$ cat src/rtl/rdback_serializer.sv
// rdback_serializer: drains the softMC read-back FIFO and streams each line as OUT_WIDTH words.
// Optional macro RDBACK_SER_HDR_EN prefixes every line with a 16'hCAFE/sequence header word.
module rdback_serializer #(
  parameter int TCQ       = 100,
  parameter int DQ_WIDTH  = 64,
  parameter int OUT_WIDTH = 32
) (
  input  logic                    clk,
  input  logic                    rst,
  input  logic                    rdback_fifo_empty,
  output logic                    rdback_fifo_rden,
  input  logic [4*DQ_WIDTH-1:0]   rdback_data,
  output logic                    m_valid,
  input  logic                    m_ready,
  output logic [OUT_WIDTH-1:0]    m_data,
  output logic                    m_last,
  output logic [31:0]             lines_sent,
  output logic                    busy
);

  localparam int LW = 4 * DQ_WIDTH;
  localparam int N  = LW / OUT_WIDTH;
  localparam int CW = (N > 2) ? $clog2(N) : 1;
  localparam logic [CW-1:0] LAST_IDX = CW'(N - 1);

  if ((LW % OUT_WIDTH) != 0 || N < 2 || TCQ < 0) begin : g_bad_cfg
    $error("rdback_serializer: illegal parameter set");
  end

`ifdef RDBACK_SER_HDR_EN
  if (OUT_WIDTH < 32) begin : g_bad_hdr
    $error("rdback_serializer: header needs OUT_WIDTH >= 32");
  end

  typedef enum logic [1:0] {
    S_IDLE,
    S_LOAD,
    S_HDR,
    S_SEND
  } state_t;
`else
  typedef enum logic [1:0] {
    S_IDLE,
    S_LOAD,
    S_SEND
  } state_t;
`endif

  state_t               r_state;
  state_t               w_next;
  logic [LW-1:0]        r_sreg;
  logic [CW-1:0]        r_cnt;
  logic [31:0]          r_lines;
  logic                 w_at_last;
  logic                 w_line_done;
  logic                 w_rden;

`ifdef RDBACK_SER_HDR_EN
  logic [15:0]          r_seq;
  logic [OUT_WIDTH-1:0] w_hdr;
  logic                 w_hdr_xfer;

  always_comb begin
    w_hdr       = '0;
    w_hdr[31:0] = {16'hCAFE, r_seq};
  end
`endif

  assign w_at_last = (r_cnt == LAST_IDX);

  always_comb begin
    w_next      = r_state;
    w_rden      = 1'b0;
    w_line_done = 1'b0;
    m_valid     = 1'b0;
    m_data      = '0;
    m_last      = 1'b0;
`ifdef RDBACK_SER_HDR_EN
    w_hdr_xfer  = 1'b0;
`endif
    unique case (r_state)
      S_IDLE: begin
        if (!rdback_fifo_empty) begin
          w_rden = 1'b1;
          w_next = S_LOAD;
        end
      end
      S_LOAD: begin
`ifdef RDBACK_SER_HDR_EN
        w_next = S_HDR;
`else
        w_next = S_SEND;
`endif
      end
`ifdef RDBACK_SER_HDR_EN
      S_HDR: begin
        m_valid = 1'b1;
        m_data  = w_hdr;
        if (m_ready) begin
          w_hdr_xfer = 1'b1;
          w_next     = S_SEND;
        end
      end
`endif
      S_SEND: begin
        m_valid = 1'b1;
        m_data  = r_sreg[OUT_WIDTH-1:0];
        m_last  = w_at_last;
        if (m_ready && w_at_last) begin
          w_line_done = 1'b1;
          // Back-to-back: pop the next line while the last word leaves.
          if (!rdback_fifo_empty) begin
            w_rden = 1'b1;
            w_next = S_LOAD;
          end else begin
            w_next = S_IDLE;
          end
        end
      end
      default: w_next = S_IDLE;
    endcase
  end

  always_ff @(posedge clk) begin
    if (rst) begin
      r_state <= S_IDLE;
      r_sreg  <= '0;
      r_cnt   <= '0;
      r_lines <= '0;
    end else begin
      r_state <= w_next;
      if (r_state == S_LOAD) begin
        r_sreg <= rdback_data;
        r_cnt  <= '0;
      end else if (r_state == S_SEND && m_ready && !w_at_last) begin
        r_sreg <= r_sreg >> OUT_WIDTH;
        r_cnt  <= r_cnt + CW'(1);
      end
      if (w_line_done) begin
        r_lines <= r_lines + 32'd1;
      end
    end
  end

`ifdef RDBACK_SER_HDR_EN
  always_ff @(posedge clk) begin
    if (rst) begin
      r_seq <= '0;
    end else if (w_hdr_xfer) begin
      r_seq <= r_seq + 16'd1;
    end
  end
`endif

  // The pop must not leak out during the reset cycle.
  assign rdback_fifo_rden = w_rden & ~rst;
  assign lines_sent       = r_lines;
  assign busy             = (r_state != S_IDLE);

endmodule

$ cat config.mk
export PLATFORM = sky130hd
export DESIGN_NAME = rdback_serializer
export DESIGN_NICKNAME = d
export VERILOG_FILES = /design/src/rtl/rdback_serializer.sv
export SDC_FILE = /design/constraint.sdc
export NUM_CORES = 1
export LEC_CHECK = 0
export CAP_MARGIN = 20
export CORE_ASPECT_RATIO = 0.7
export CORE_MARGIN = 1
export CORE_UTILIZATION = 43
export DETAILED_ROUTE_END_ITERATION = 8
export PLACE_DENSITY = 0.76
export SLEW_MARGIN = 20
export SYNTH_ARGS = -nofsm -noshare
export SYNTH_HDL_FRONTEND = slang
export SYNTH_SLANG_ARGS = --single-unit
$ cat constraint.sdc
create_clock -name clk -period 2.5 [get_ports clk]
set_clock_uncertainty 0.15 [all_clocks]
set_input_delay 0.375 -clock clk [delete_from_list [all_inputs] [get_ports clk]]
set_output_delay 0.375 -clock clk [all_outputs]
set_load 0.05 [all_outputs]
==> qor.yml <==
status:
  outcome: "complete, but fails checks"
  failed_checks: "setup timing"
setup_path:
  critPathKind: "reg -> out"
  crit_fanout: 4
  start_kind: "flop"
  cp.required_ps: 1980
  critPathArrivalTime_ps: 2030
  r2r_slack_ps: 90
  crit_path_end_kind: "output port"
layout:
  nets: 1921
  final-seq-area_mm2: 0.00587
  multiInputGateArea_mm2: 0.00535
  finalInstanceArea_mm2: 0.0168
  mostFrequentLayoutCell: "clkdlybuf4s50_1"
  n_fill_cell: 2281
  syn_to_final_growth_pct: 44.4
  utilization_pct: 63.1
  final_cells: 2044
  drive_gt1_share_pct: 8.93
  mostFrequentLayoutCells: "clkdlybuf4s50_1, dfxtp_1, a21oi_1"
yosys:
  ys.warnings.count: 0
  ys_seq_area_share_pct: 50.3
  syn_nets: 1646
  async_flop_share_pct: 0
  synth_edf_count: 0
  synth_area_per_cell_um2: 8.42
  netlist_instances: 1383
  synth_seq_cells: 293
  yosysUniqueCellTypes: 39
  synth-main-ff-cell: "dfxtp_1"
  syn_area_mm2: 0.0117
detailed_routing:
  wl_per_cell_um: 17.5
  drc_errors: 0
  ant_nets: 0
  first_iter_violations: 982
  dr.pass1.iters: 7
  wirelength_um: 35800
  vias: 11400
  avgViaCountPerCell: 5.56
global_routing:
  grt.overflow.total: 0
  grt_usage_pct: 24.6
  grt_max_degree: 142
  grt_pass1_vias: 10400
  grt_pass1_wl_um: 55100
  antenna_found_initial: 2
timing:
  slew_headroom_pct: 46.2
  rsz0062_at_grt: "true"
  timing.fmax_ghz: 0.392
  worst_pin_slew_ps: 805
  hold_violations: 0
  finalMaxSlewViolations: 0
  setup_tns_ps: -53.7
  setup_viol: 1
  worst_slack_ps: -53.7
  fin_crit_ps: 2550
  post-route-period-util_pct: 102
floorplanning:
  io_pins: 328
  dieArea_mm2: 0.0278
  start_util_pct: 43.7
  num_rows: 50
  die_x_um: 199
  core-area_mm2: 0.0267
  fp.dieH_um: 140
placement:
  portBuffers: 327
  dp_cells: 1985
  placed_area_mm2: 0.0157
  hpwl_um: 24200
  routabilityCongestion: 0.844
power:
  swShare_pct: 24.1
  pwr-share-clk_pct: 41.5
  peakVddDrop_mv: 0.705
  p_total_mw: 10.8
  power_density_mw_per_mm2: 639
  p_sw_mw: 2.59
  p_leak_nw: 5.65
  p_seq_share_pct: 46.6
  combinationalPowerShare_pct: 11.9
  p_int_mw: 8.17
clock_network:
  cts.path.max_buffers: 3
  cts_buffers: 29
  worstSkewPairLatency_ps: 550
  holdBufCountCts: 0
  tritoncts: "built"
  h-tree-depth: 1
  cts.sinks: 293
  clk_pin_slew_ps: 60
  root_buffer: "clkbuf_16"
job:
  cap_viol_max_count: 0
hold_path:
  holdCritPathClass: "in -> reg"
layer usage:
layer	global-route usage, %	up-vias	part of all wire [%]
met2	39.4	358	47
met1	32.0	5440	42
li1	-	5511	-
met5	0	-	0
met4	5.91	0	2.3
met3	7.76	56	8.8
layout make-up:
| class | count | area share (%) |
|---|---|---|
| Clock buffer | 44 | 5.24 |
| Inverter | 6 | 0.134 |
| Timing Repair Buffer | 372 | 24.6 |
| Multi-Input combinational cell | 956 | 31.8 |
| Clock inverter | 8 | 0.573 |
| Sequential cell | 293 | 34.9 |
| Tap cell | 364 | 2.71 |
| Antenna cell | 1 | 0.0149 |
sequential cells by signal (all words and copies together) (netlist names):
signal      count
r_sreg        256
r_cnt           3
lines_sent     32
r_state         2
synthesized netlist by cell type, types with 4 or more instances:
cell / instances / area share (%)
nor2b_1: 6 / 0.32
buf_2: 9 / 0.39
dfxtp_1: 293 / 50
o21ai_0: 9 / 0.39
a22oi_1: 224 / 14
mux2_2: 4 / 0.39
buf_1: 5 / 0.16
nand2_1: 267 / 8.6
or3_1: 9 / 0.48
nand4_1: 10 / 0.54
o31ai_1: 6 / 0.39
nor2_1: 16 / 0.52
nand3_1: 43 / 1.8
or4_1: 7 / 0.45
nor3_1: 11 / 0.47
and2_1: 34 / 1.8
clkbuf_1: 113 / 3.6
xnor2_1: 7 / 0.53
and4_1: 4 / 0.30
inv_1: 6 / 0.19
a21oi_1: 275 / 12
through the flow:
step	hold WS [ps]	worst slack, ps
after global routing	92.1	-115
final	93.7	-53.7
after floorplan	282	1.73
after CTS	74.6	-76.2
after global placement	286	-76.2
after detailed placement	292	-161
kinds of logic after synthesis:
kind of cell,after synthesis,share of synthesized area (%)
AO/OA/AOI/OAI,520,27.5
XOR/XNOR,10,0.752
adder cells (fa/ha/maj),3,0.322
buffers and inverters,134,4.48
flip-flops,293,50.3
multiplexers,6,0.558
AND/OR/NAND/NOR,417,16.1
worst max-delay path, cell delays in order (launching register included):
cell       delay (ps)
dfxtp_2           350
ha_4              140
ha_4              120
nand4b_1          130
buf_6             170
a2111oi_4         390
buf_12            180
final timing paths:
check	end	depth (start not counted)	startpoint
hold reg to reg	r_sreg[4]	2	r_sreg[4]
hold / removal	lines_sent[7]	2	rst
setup / recovery	rdback_fifo_rden	6	r_cnt[1]
setup reg to reg	lines_sent[19]	8	r_cnt[1]
power groups by stage:
stage          combinational (mW)  clock (mW)  sequential (mW)
2_1_floorplan               0.612           0             5.07
3_3_place_gp                 1.26           0             5.11
3_5_place_dp                 1.27           0             5.12
4_1_cts                      1.28        4.55             5.01
5_1_grt                      1.39        4.74             5.04
6_report                     1.28        4.46             5.01
repair_timing:
item	CTS	global route
pin swaps	2	3
endpoints found under the setup margin	16	5
gates resized for setup	9	4
buffers inserted	2	4
(Power assumes the default switching activity.)
